==> config.mk <==
export PLATFORM = sky130hd
export DESIGN_NAME = alu_sequencer
export DESIGN_NICKNAME = d
export VERILOG_FILES = /design/src/rtl/alu_sequencer.sv
export SDC_FILE = /design/constraint.sdc
export NUM_CORES = 1
export LEC_CHECK = 0
export CAP_MARGIN = 20
export CORE_MARGIN = 2
export CORE_UTILIZATION = 46
export DETAILED_ROUTE_END_ITERATION = 10
export GPL_ROUTABILITY_DRIVEN = 0
export HOLD_SLACK_MARGIN = 0.1
export PLACE_DENSITY = 0.76
export SLEW_MARGIN = 20
export SYNTH_ARGS = -nofsm -noshare
export SYNTH_HDL_FRONTEND = slang
export SYNTH_SLANG_ARGS = --single-unit
==> constraint.sdc <==
create_clock -name clk_i -period 6.6 [get_ports clk_i]
set_input_delay 0.66 -clock clk_i [delete_from_list [all_inputs] [get_ports clk_i]]
set_output_delay 0.66 -clock clk_i [all_outputs]
set_load 0.03 [all_outputs]
==> src/rtl/alu_sequencer.sv <==
// Purpose: issuing sequencer for a 32-bit combinational ALU, with multi-cycle MULT (low 32 bits) done by shift-and-add on the ALU ADD op.
// Latency: illegal 0, single op 1, MULT 32 edges from the accept edge to rsp_valid_o.
// Backpressure: one request in flight; req_ready_o only in IDLE; the response is held in RESP until rsp_ready_i.
module alu_sequencer #(
    parameter bit MUL_EN = 1'b1
) (
    input  logic        clk_i,
    input  logic        rst_i,
    input  logic        req_valid_i,
    output logic        req_ready_o,
    input  logic [2:0]  aluop_i,
    input  logic [5:0]  funct_i,
    input  logic [31:0] src1_i,
    input  logic [31:0] src2_i,
    output logic [31:0] alu_src1_o,
    output logic [31:0] alu_src2_o,
    output logic [3:0]  alu_ctrl_o,
    input  logic [31:0] alu_result_i,
    input  logic        alu_zero_i,
    output logic        rsp_valid_o,
    input  logic        rsp_ready_i,
    output logic [31:0] rsp_result_o,
    output logic        rsp_zero_o,
    output logic        rsp_err_o
);

    typedef enum logic [1:0] {IDLE, ISSUE, MUL, RESP} state_t;

    localparam logic [3:0] C_ADD = 4'd2;

    state_t      r_state;
    state_t      w_next;
    logic [31:0] r_a;        // operand 1, or the accumulator during MUL
    logic [31:0] r_q;        // operand 2, or the multiplier during MUL
    logic [31:0] r_m;        // shifted multiplicand
    logic [3:0]  r_ctrl;
    logic [4:0]  r_cnt;
    logic [31:0] r_hold1;
    logic [31:0] r_hold2;
    logic [3:0]  r_holdc;
    logic [31:0] r_res;
    logic        r_zero;
    logic        r_err;

    logic        w_legal;
    logic        w_is_mul;
    logic [3:0]  w_dec_ctrl;
    logic        w_accept;
    logic        w_drive;
    logic [31:0] w_src1;
    logic [31:0] w_src2;
    logic [3:0]  w_ctrl;

    // Decode ALUOp/funct into the ALU control code and the legal/mult flags.
    always_comb begin
        w_legal    = 1'b1;
        w_is_mul   = 1'b0;
        w_dec_ctrl = 4'd0;
        case (aluop_i)
            3'b000: w_dec_ctrl = 4'd2;
            3'b001: w_dec_ctrl = 4'd6;
            3'b011: w_dec_ctrl = 4'd7;
            3'b100: w_dec_ctrl = 4'd1;
            3'b101: w_dec_ctrl = 4'd9;
            3'b010: begin
                case (funct_i)
                    6'd32:   w_dec_ctrl = 4'd2;
                    6'd34:   w_dec_ctrl = 4'd6;
                    6'd36:   w_dec_ctrl = 4'd0;
                    6'd37:   w_dec_ctrl = 4'd1;
                    6'd39:   w_dec_ctrl = 4'd12;
                    6'd42:   w_dec_ctrl = 4'd7;
                    6'd3:    w_dec_ctrl = 4'd8;
                    6'd24: begin
                        w_dec_ctrl = C_ADD;
                        w_is_mul   = MUL_EN;
                        w_legal    = MUL_EN;
                    end
                    default: w_legal = 1'b0;
                endcase
            end
            default: w_legal = 1'b0;
        endcase
    end

    assign req_ready_o = (r_state == IDLE);
    assign rsp_valid_o = (r_state == RESP);
    assign w_accept    = req_valid_i & req_ready_o;

    // State register.
    always_ff @(posedge clk_i or posedge rst_i) begin
        if (rst_i) r_state <= IDLE;
        else       r_state <= w_next;
    end

    // Next-state logic.
    always_comb begin
        w_next = r_state;
        case (r_state)
            IDLE: begin
                if (w_accept) begin
                    if (!w_legal)     w_next = RESP;
                    else if (w_is_mul) w_next = MUL;
                    else              w_next = ISSUE;
                end
            end
            ISSUE:   w_next = RESP;
            MUL:     if (r_cnt == 5'd31) w_next = RESP;
            RESP:    if (rsp_ready_i) w_next = IDLE;
            default: w_next = IDLE;
        endcase
    end

    // ALU drive comes only from latched state; outside ISSUE/MUL the last driven value is replayed.
    assign w_drive    = (r_state == ISSUE) || (r_state == MUL);
    assign w_src1     = r_a;
    assign w_src2     = (r_state == MUL) ? (r_q[0] ? r_m : 32'd0) : r_q;
    assign w_ctrl     = (r_state == MUL) ? C_ADD : r_ctrl;
    assign alu_src1_o = w_drive ? w_src1 : r_hold1;
    assign alu_src2_o = w_drive ? w_src2 : r_hold2;
    assign alu_ctrl_o = w_drive ? w_ctrl : r_holdc;

    // Remember the last values driven to the ALU.
    always_ff @(posedge clk_i or posedge rst_i) begin
        if (rst_i) begin
            r_hold1 <= 32'd0;
            r_hold2 <= 32'd0;
            r_holdc <= 4'd0;
        end else if (w_drive) begin
            r_hold1 <= w_src1;
            r_hold2 <= w_src2;
            r_holdc <= w_ctrl;
        end
    end

    // Operand latching, shift-and-add iteration and response capture.
    always_ff @(posedge clk_i or posedge rst_i) begin
        if (rst_i) begin
            r_a    <= 32'd0;
            r_q    <= 32'd0;
            r_m    <= 32'd0;
            r_ctrl <= 4'd0;
            r_cnt  <= 5'd0;
            r_res  <= 32'd0;
            r_zero <= 1'b0;
            r_err  <= 1'b0;
        end else begin
            case (r_state)
                IDLE: begin
                    if (w_accept) begin
                        r_ctrl <= w_dec_ctrl;
                        r_cnt  <= 5'd0;
                        r_q    <= src2_i;
                        r_a    <= w_is_mul ? 32'd0 : src1_i;
                        r_m    <= w_is_mul ? src1_i : 32'd0;
                        if (!w_legal) begin
                            r_res  <= 32'd0;
                            r_zero <= 1'b0;
                            r_err  <= 1'b1;
                        end
                    end
                end
                ISSUE: begin
                    r_res  <= alu_result_i;
                    r_zero <= alu_zero_i;
                    r_err  <= 1'b0;
                end
                MUL: begin
                    r_a   <= alu_result_i;
                    r_m   <= {r_m[30:0], 1'b0};
                    r_q   <= {1'b0, r_q[31:1]};
                    r_cnt <= r_cnt + 5'd1;
                    if (r_cnt == 5'd31) begin
                        r_res  <= alu_result_i;
                        r_zero <= (alu_result_i == 32'd0);
                        r_err  <= 1'b0;
                    end
                end
                default: ;
            endcase
        end
    end

    assign rsp_result_o = r_res;
    assign rsp_zero_o   = r_zero;
    assign rsp_err_o    = r_err;

endmodule

After elaboration in Yosys (flattened, before gate mapping)
Cells that the tools add are included.

Latch bits: 0. Output and inout bits: 104. RAM bits: 0. Word-level logic and storage cells: 88. Memories: 0. Input port bits: 110. Flip-flop bits (word level): 209. Memory bits (read-only): 0.

Eq/ne operators: 21. Bitwise gates (word level): 1. Multiply operators: 0. Divide/modulo/power cells: 0. $lt $le $gt $ge: 0. Add/sub/neg operators: 1. Shifts and indexed selects: 0. Reductions and logical operators: 13. Mux-type cells: 40.

Operators with widths (number): 32-bit 2-to-1 mux (12); 32-bit one-hot mux with 2 select lines (3); 32-bit one-hot mux with 3 select lines (1); 4-bit one-hot mux with 6 select lines (2); 6-bit == test (second input constant) (6); 32-bit logical NOT (1); 2-bit 2-to-1 mux (5); 5-bit one-hot mux with 2 select lines (1); 1-bit 2-to-1 mux (9); 4-bit 2-to-1 mux (2); 2-bit one-hot mux with 4 select lines (1); 8-bit OR reduction (1); 3-bit by 2-bit == test with 1-bit output (second input constant) (2); 3-bit == test (second input constant) (2); 6-bit by 2-bit == test with 1-bit output (second input constant) (1); 6-bit by 5-bit == test with 1-bit output (second input constant) (1); 1-bit one-hot mux with 3 select lines (2); 5-bit by 1-bit adder with 5-bit output (second input constant) (1); 5-bit == test (second input constant) (1); 5-bit 2-to-1 mux (1); 5-bit OR reduction (1); 2-bit == test (second input constant) (2); 2-bit by 1-bit != test with 1-bit output (second input constant) (2); 2-bit != test (second input constant) (2); other kinds (13) (14).

Logic depth before layout (Yosys ltp)
Gate-level depths: netlist (run 1).

Depth after elaboration: 7. Depth in mapped cells: 9. Depth with buffers taken out: 7.

Worst setup path after synthesis (run 1)
No wires, ideal clock.

Kind: register -> output. From: register r_state[0]. To: output port alu_src2_o[23]. Buffers on the path: 3. Data arrival time: 2243 ps. Slack: 3697 ps. Cell stages (with the launch flop): 8. Data required time: 5940 ps. Cell sequence: dfrtp_1 inv_1 ha_1 buf_2 buf_1 clkbuf_1 nand3_1 a31oi_1.

Cells in the longest elaborated chain, start to end: 3. Elaborated cells on any way between the ends: 5. Classes of those cells: 2 x eq/ne; 2 x mux; 1 x reduce/logical.

Ends and longest elaborated chain: start, declared (line 31) `state_t r_state;`; start signal, assigned (line 93) `else r_state <= w_next;`; 2-bit == test or 2-bit by 1-bit == test with 1-bit output (tied branches) (line 115, 117); 32-bit 2-to-1 mux or 1-bit logical OR (tied branches) (line 117, 115); 32-bit 2-to-1 mux (*); end, declared (line 16) `output logic [31:0] alu_src2_o,`.

Every way passes the cells marked *; elsewhere a longest branch is shown, timed or not.

Final worst setup path (run 1)
From: register r_state[0]. To: output port alu_src2_o[8].

Same word-level chain as after synthesis.

==> results of run 1 <==
cell type report:
| type | count | area [sq um] | share of cell area |
|---|---|---|---|
| Inverter | 13 | 56.3 | 0.00443 |
| Tap cell | 275 | 344 | 0.0270 |
| Clock buffer | 38 | 734 | 0.0577 |
| Clock inverter | 4 | 22.5 | 0.00177 |
| Antenna cell | 1 | 2.50 | 0.000197 |
| Sequential cell | 209 | 5230 | 0.411 |
| Multi-Input combinational cell | 636 | 4100 | 0.322 |
| Timing Repair Buffer | 224 | 2230 | 0.176 |
state kept, by name (all words and copies together) (netlist names):
name          flops
r_a              32
r_q              32
r_holdc           4
rsp_err_o         1
rsp_zero_o        1
r_state           2
r_ctrl            4
r_cnt             5
r_hold1          32
r_hold2          32
rsp_result_o     32
r_m              32
layout by cell type (no fill, tap or decap), types with 3 or more instances in the layout:
cell | netlist | final
a21bo_1 | 29 | 29
a21bo_2 | 3 | 3
a21oi_1 | 23 | 23
a22oi_1 | 66 | 66
a22oi_2 | 9 | 9
a31oi_1 | 18 | 18
and3_1 | 3 | 3
buf_4 | 0 | 10
clkbuf_1 | 49 | 7
clkbuf_16 | 0 | 25
clkbuf_8 | 0 | 6
clkdlybuf4s50_1 | 0 | 213
clkinv_2 | 0 | 3
dfrtp_1 | 209 | 209
ha_1 | 6 | 4
inv_1 | 12 | 11
mux2_2 | 32 | 32
mux2i_1 | 32 | 32
nand2_1 | 124 | 124
nand2b_1 | 3 | 3
nand3_1 | 20 | 20
nand3b_1 | 3 | 3
nand4_1 | 34 | 34
nor2_1 | 39 | 38
nor2b_1 | 40 | 40
nor3_1 | 4 | 4
nor4_1 | 7 | 7
o21ai_0 | 101 | 101
o21ai_1 | 7 | 6
o31ai_1 | 3 | 3
metal layers:
| metal | GRT usage | up-vias |
|---|---|---|
| li1 | - | 3695 |
| met2 | 0.405 | 264 |
| met3 | 0.0434 | 43 |
| met4 | 0.0576 | 4 |
| met5 | 0 | - |
| met1 | 0.324 | 3823 |
power groups by stage:
stage | sequential (mW) | combinational, mW | clock [mW]
after floorplan | 2.17 | 2.97 | 0
after detailed placement | 2.12 | 4.64 | 0
after global routing | 2.16 | 5.01 | 1.35
final | 2.10 | 4.66 | 1.27
after CTS | 2.10 | 4.66 | 1.30
after global placement | 2.10 | 4.56 | 0
cell families after synthesis:
logic type | Yosys count | share of synthesized area
AO/OA/AOI/OAI | 274 | 0.193
XOR/XNOR | 2 | 0.00181
adder cells (fa/ha/maj) | 6 | 0.00775
buffers and inverters | 91 | 0.0411
flip-flops | 209 | 0.540
multiplexers | 65 | 0.0715
AND/OR/NAND/NOR | 289 | 0.145
critical path, stage by stage (launching register included):
cell             delay (ns)
dfrtp_1                0.41
inv_1                  0.18
ha_4                   0.17
buf_4                  0.74
and2_0                 0.78
a22oi_1                0.16
a21oi_1                0.25
clkdlybuf4s50_1        0.70
how the worst max path moves through the flow:
stage	start	end	slack [ns]	depth (start not counted)
after CTS	r_state[0]	alu_src2_o[8]	1.99	7
final	r_state[0]	alu_src2_o[8]	2.02	7
after global routing	r_state[0]	alu_src2_o[5]	1.75	7
after detailed placement	r_state[0]	alu_src2_o[8]	2.56	7
after global placement	r_state[0]	alu_src2_o[12]	2.66	7
after floorplan	rst_i	r_a[0]	0.23	1
through the flow:
step	hold slack, ns	area [sq um]	total power [mW]	setup WS [ns]
after floorplan	0.444	9680	5.13	0.231
after global placement	0.460	11900	6.66	2.66
after detailed placement	0.465	11900	6.75	2.56
after CTS	0.482	12700	8.06	1.99
after global routing	0.498	12700	8.52	1.75
final	0.475	12700	8.02	2.02
==> metrics, run 1 <==
htree depth 1; pin count of the biggest net entering global routing between 100 and 150; post-CTS sizing 0; Ys Warns 0; Max FO, Critical Path 80; I/O pin total 214; Hold Startpoint rsp_result_o[20]; Clock Skews around 0.014 ns; Num CTS Buffers 24; Met3 Wirelength 1.72 mm; syn_area_per_cell approximately 10 sq um; met1 WL 11.3 mm; nature of the critical path endpoint primary output; Synth area leader dfrtp_1; r2r startpoint r_state[0]; most common cell in the synthesized netlist dfrtp_1; Tmin final about 4.6 ns; initial antenna violation count 3; die area ~22000 sq um; initial DRC count 452; MaxCap Viol Count 0; status finished clean; core area 20800 sq um; clk sinks 209; Layout Area Growth over Synthesis 31.4%; total gr overflow 0; CP required around 6 ns; estimated wirelength of the detail-placed design 18.0 mm; nets@finish around 1200; Initial Util 0.465; Rel. slew slack 0.319; Lkg Pwr ~5.5 nW; Worst-Margin Slew 1.02 ns; FILL cells 1721; Critical R2R Capture rsp_zero_o; post-CTS setup buffers 0; ys async rst share 1.00; P per Cell Area 631 nW/um^2; Setup Crit Path Kind reg -> out; wire per inst about 19 um; Die Wd 149 um; WL final 26.9 mm; final hold violation count 0; Top Metal Used met5; fin crit share 0.695; TritonCTS clock tree yes; RSZ-0062 raised after global routing false; clock buffer depth 3; Synth top cells by count dfrtp_1, nand2_1, o21ai_0, a22oi_1, clkbuf_1; Synth Cell Area 9680 sq um; clock transition at the registers of the reported paths 0.06 ns; Global Route Usage Sum 0.240; vias post-DR 7829; Hold Path Class reg -> reg; vias in the first global route 7578; die height 149 um; wire length on met2 approximately 13 mm; synth top area cells dfrtp_1, o21ai_0, a22oi_1, nand2_1, mux2_2; Seq pwr share 0.262; CP Launch Type register; Post-Synthesis Cells 936; std cell rows 53; global-route wire length before repair 42.2 mm; WHS Path Cells 1; CP arrival just under 4 ns; FF-to-FF path depth 9; final cell count without fillers 1400; hold path endpoint rsp_result_o[20]; drt drc 0; top_reg_cell synth dfrtp_1; maximum vdd drop approximately 0.56 mV; Mapped Nets roughly 1100; final core utilization 0.611; FF-to-FF setup slack about 3.0 ns; Skew-Pair Late Insertion Delay 0.51 ns; post-synth top area share 0.540; synthesis-stage register bit count 209; fraction of layout cells with a size suffix above 1 0.0925; Port Buffers 213; 1st-pass router iterations 5; sw power around 3.6 mW; sw frac 0.452; via/cell ratio 5.59; post-synthesis sequential area ratio 0.540; max frequency ~220 MHz; Logic pwr share 0.580; number of synthesized flops with an enable pin 0; # hold bufs at CTS 0; placed insts 1356; final setup vio count 0; final slew viol count 0; Clk pwr share 0.158; Netlist cell types 54; post-route ant nets 0; Setup TNS Final 0 ns; root buf cell clkbuf_16; Pint 4.40 mW
No activity file was read; power rests on OpenSTA's default activity.
==> inputs of run 2 (changes only) <==
--- a/config.mk
+++ b/config.mk
@@ -7,11 +7,11 @@
 export LEC_CHECK = 0
 export CAP_MARGIN = 20
 export CORE_MARGIN = 2
-export CORE_UTILIZATION = 46
+export CORE_UTILIZATION = 51
 export DETAILED_ROUTE_END_ITERATION = 10
 export GPL_ROUTABILITY_DRIVEN = 0
 export HOLD_SLACK_MARGIN = 0.1
-export PLACE_DENSITY = 0.76
+export PLACE_DENSITY = 0.8
 export SLEW_MARGIN = 20
 export SYNTH_ARGS = -nofsm -noshare
 export SYNTH_HDL_FRONTEND = slang
==> constraint.sdc (replaced) <==
create_clock -name clk_i -period 4.4 [get_ports clk_i]
set_input_delay 0.44 -clock clk_i [delete_from_list [all_inputs] [get_ports clk_i]]
set_output_delay 0.44 -clock clk_i [all_outputs]
set_load 0.03 [all_outputs]
==> run 2 against run 1 <==
Largest cell class unchanged. Power grew 52%. Critical path depth down 1. Highest routed layer is now met4. Critical path type unchanged. Largest power group unchanged. Flip-flop and latch count is the same. Sequential power rose by 50%. Cell area is 0.36% higher. Clock power rose by 57%. Clock skew increased by 0.00091 ns. Combinational power up 53%.
==> metrics, run 2 (same netlist as run 1, synthesis figures left out) <==
die area 20100 sq um; estimated wirelength of the detail-placed design 18.0 mm; clock transition at the registers of the reported paths 0.06 ns; clock buffer depth 3; Skew-Pair Late Insertion Delay 0.50 ns; drt drc 0; initial antenna violation count 0; placed insts 1320; Post-Place Setup Slack 1.20 ns; total gr overflow 0; vias in the first global route 7594; Lkg Pwr 5.53 nW; htree depth 1; Max FO, Critical Path 20; # hold bufs at CTS 0; 1st-pass router iterations 5; WL final 26.4 mm; n_diodes 0; CP arrival 3.30 ns; Clock Skews around 0.015 ns; Top Metal Used met4; fraction of layout cells with a size suffix above 1 0.0959; root buf cell clkbuf_16; Tmin final 3.74 ns; met1 WL 11.4 mm; commonest non-fill, non-tap cells in the layout clkdlybuf4s50_1, dfrtp_1, nand2_1, o21ai_0, a22oi_1; fin crit share 0.850; CP Buf/Inv Count 2; P per Cell Area 958 nW/um^2; MaxCap Viol Count 0; Worst-Margin Slew 0.888 ns; CP required 3.96 ns; crit path cell chain inv_1 > ha_4 > and2_0 > a22oi_1 > a21oi_1 > clkdlybuf4s50_1; I/O pin total 214; final setup vio count 0; delay-heaviest family, CP buffers and inverters; CP max stage cell and2_0; Initial Util 0.519; post-CTS setup buffers 0; Setup TNS Final 0 ns; status finished clean; post-CTS sizing 0; TritonCTS clock tree yes; clk sinks 209; vias post-DR between 7000 and 8000; global-route wire length before repair 41.8 mm; Hold Path Class in -> async; initial DRC count 526; max frequency 267 MHz; Num CTS Buffers 23; Setup Crit Path Kind reg -> out; die height ~140 um; pin count of the biggest net entering global routing around 110; final cell count without fillers 1360; wire length on met2 12.6 mm; Critical Path Max Stage Delay 0.71 ns; CP Launch Type register; maximum vdd drop 0.597 mV; RSZ-0062 raised after global routing false; post-route ant nets 0; final design area excluding fillers between 10000 and 15000 sq um; most common cell after layout, fill and taps aside clkdlybuf4s50_1; via/cell ratio 5.82; Rel. slew slack 0.407; Met3 Wirelength around 1.5 mm; final core utilization 0.685; post-place instance area ~12000 sq um; Global Route Usage Sum 0.262; Hold Slack 0.471 ns; final hold violation count 0; worst setup margin approximately 0.66 ns; Die Wd 142 um; nature of the critical path endpoint primary output; wire per inst 19.4 um; final slew viol count 0; Layout Area Growth over Synthesis 31.9%; std cell rows 50; Port Buffers between 200 and 250; PnR Total Power 12.2 mW; nets@finish 1228; core area around 19000 sq um
==> run 2: changes by cell type in the layout (fill, tap and decap cells not counted) <==
cell	change
buf_12	+4
bufinv_16	+3
clkbuf_1	-3
clkbuf_16	-2
buf_4	+1
clkbuf_8	-1
clkinv_1	+1
clkinv_4	+1
diode_2	-1
inv_2	-1
inv_8	-1
==> run 2: final timing paths <==
path / to / slack, ns / depth (start not counted) / from
min in group clk_i: r_a[31] / 0.48 / 2 / r_a[31]
setup reg to reg: rsp_zero_o / 1.23 / 9 / r_state[0]
setup / recovery: alu_src2_o[5] / 0.66 / 6 / r_state[0]
hold / removal: r_hold2[8] / 0.47 / 2 / rst_i
hold reg to reg: r_a[31] / 0.48 / 2 / r_a[31]
max in group asynchronous: r_hold1[17] / 2.84 / 3 / rst_i
==> run 2: cell type report <==
cell class	count	area, sq um
clock buffers	32	659
clock inverters	7	114
fillers	1443	5870
inverters	13	52.6
multi-input cells	636	4100
flip-flops and latches	209	5230
well taps	234	293
repair buffers	229	2320
==> run 2: power by group <==
group,internal (mW),switching [mW]
clock network,1.22,0.771
registers,2.73,0.404
logic,2.79,4.32
total,6.74,5.49
==> run 2: metal layers <==
| metal | vias up | global-route usage |
|---|---|---|
| li1 | 3699 | - |
| met1 | 3861 | 0.371 |
| met2 | 299 | 0.423 |
| met3 | 51 | 0.0344 |
| met4 | 0 | 0.0837 |
| met5 | - | 0 |
==> inputs of run 3 (changes only) <==
--- a/config.mk
+++ b/config.mk
@@ -7,11 +7,11 @@
 export LEC_CHECK = 0
 export CAP_MARGIN = 20
 export CORE_MARGIN = 2
-export CORE_UTILIZATION = 51
+export CORE_UTILIZATION = 46
 export DETAILED_ROUTE_END_ITERATION = 10
 export GPL_ROUTABILITY_DRIVEN = 0
 export HOLD_SLACK_MARGIN = 0.1
-export PLACE_DENSITY = 0.8
+export PLACE_DENSITY = 0.76
 export SLEW_MARGIN = 20
 export SYNTH_ARGS = -nofsm -noshare
 export SYNTH_HDL_FRONTEND = slang
==> constraint.sdc (replaced) <==
create_clock -name clk_i -period 3.19 [get_ports clk_i]
set_input_delay 0.319 -clock clk_i [delete_from_list [all_inputs] [get_ports clk_i]]
set_output_delay 0.319 -clock clk_i [all_outputs]
set_load 0.03 [all_outputs]
==> run 3 against run 2 <==
Via count up 0.71%. Sequential share of layout area is 0.43 points lower. First-iteration DRC count is 4.2% higher. Sequential power is 37% higher. Final cell count rose by 4.0%. Critical path type unchanged. Critical endpoint is now alu_src1_o[5]. Largest cell class unchanged.
==> metrics, run 3 (same netlist as run 1, synthesis figures left out) <==
status finished clean; post-place instance area 12100 sq um; htree depth 1; P per Cell Area 1320 nW/um^2; post-route ant nets 0; drt drc 0; Setup TNS Final 0 ns; initial antenna violation count 2; Port Buffers around 210; core area ~21000 sq um; I/O pin total 214; CP required 2.87 ns; Max FO, Critical Path 17; clk sinks 209; CP Buf/Inv Count 3; fraction of layout cells with a size suffix above 1 0.125; commonest non-fill, non-tap cells in the layout dfrtp_1, clkdlybuf4s50_1, nand2_1, o21ai_0, a22oi_1; vias post-DR 7966; final slew viol count 0; final cell count without fillers 1415; CP max stage cell clkdlybuf4s50_1; clock buffer depth 3; most common cell after layout, fill and taps aside dfrtp_1; initial DRC count roughly 550; vias in the first global route roughly 7800; total gr overflow 0; Global Route Usage Sum 0.242; Lkg Pwr around 5.7 nW; die area 22200 sq um; 1st-pass router iterations 5; Critical Path Max Stage Delay 0.59 ns; nets@finish approximately 1200; Rel. slew slack 0.408; fin crit share 0.956; WL final 27.2 mm; delay-heaviest family, CP buffers and inverters; crit path cell chain inv_1 > ha_4 > buf_4 > mux2_2 > clkdlybuf4s50_1; PnR Total Power 17.1 mW; Die Wd 149 um; Tmin final 3.05 ns; std cell rows 53; root buf cell clkbuf_16; final design area excluding fillers 12900 sq um; max frequency 328 MHz; Worst-Margin Slew approximately 0.9 ns; nature of the critical path endpoint primary output; FILL cells ~1700; Num CTS Buffers 23; pin count of the biggest net entering global routing 140; CP arrival 2.73 ns; die height 149 um; final hold violation count 0; Initial Util 0.465; via/cell ratio 5.63; Clock Skews 0.0165 ns; Hold Path Class in -> reg; placed insts between 1000 and 1500; maximum vdd drop 0.812 mV; Layout Area Growth over Synthesis 33.3%; clock transition at the registers of the reported paths roughly 0.060 ns; final setup vio count 0; global-route wire length before repair 42.7 mm; wire per inst between 15 and 20 um; Skew-Pair Late Insertion Delay 0.50 ns; estimated wirelength of the detail-placed design 18.8 mm; CP Launch Type register; TritonCTS clock tree yes; Setup Crit Path Kind reg -> out; MaxCap Viol Count 0
[run 3: cell count changes in the layout (fill, tap and decap cells not counted), sizes merged]
cell	change
buf	+32
clkdlybuf4s50	-26
clkinvlp	+1
diode	+1
dlygate4sd3	+1
dlymetal6s2s	+5
[run 3: path summary, 6_finish.rpt]
path	startpoint	end	slack (ns)	cells past startpoint
min reg2reg	rsp_result_o[31]	rsp_result_o[31]	0.48	1
min	src2_i[10]	r_q[10]	0.45	3
max in group asynchronous	rst_i	r_hold1[14]	1.52	4
max reg2reg	r_state[1]	rsp_zero_o	0.66	7
max	r_state[1]	alu_src1_o[5]	0.14	5
min in group asynchronous	rst_i	r_hold2[8]	0.60	3
[run 3: worst register-to-register path, cell delays in order, from the launching register on]
cell and delay (ns):
dfrtp_1 0.42, inv_1 0.11, ha_4 0.49, nor4bb_1 0.52, nand4_1 0.18, or4_1 0.49
o21ai_1 0.15, mux2_1 0.13
[run 3: area by class of cell]
class	count	area [sq um]	area share
Antenna cell	1	2.50	0.000194
Clock inverter	8	115	0.00892
Inverter	13	56.3	0.00436
Timing Repair Buffer	241	2400	0.186
Sequential cell	209	5230	0.405
Tap cell	275	344	0.0267
Multi-Input combinational cell	636	4100	0.318
Clock buffer	32	659	0.0511
[run 3: power by group]
part / switching [mW] / leakage (nW) / internal (mW)
clock network: 1.05 / 0.386 / 1.68
registers: 0.533 / 2.65 / 3.77
logic: 6.11 / 2.64 / 3.93
[run 3: what timing repair did]
| action | 4_1_cts | 5_1_grt |
|---|---|---|
| endpoints found under the hold margin | 1 | 0 |
| hold buffers | 1 | 0 |
| endpoints found under the setup margin | 0 | 26 |
| gates resized for setup | 0 | 6 |
| buffers inserted | 0 | 1 |
[run 3: routing by layer]
layer | vias up | part of all wire | track usage
li1 | 3730 | - | -
met1 | 3924 | 0.43 | 0.330
met2 | 265 | 0.48 | 0.400
met3 | 45 | 0.065 | 0.0474
met4 | 2 | 0.025 | 0.0610
met5 | - | 0.00048 | 0
[run 3: per-stage QoR]
stage               worst slack, ns   util  hold slack (ns)
global route               -0.00378  0.620            0.473
finish                        0.139  0.620            0.448
CTS                       0.0000642  0.618            0.445
global placement              0.581  0.580            0.461
floorplan                     0.157      -            0.416
detailed placement            0.541  0.580            0.468
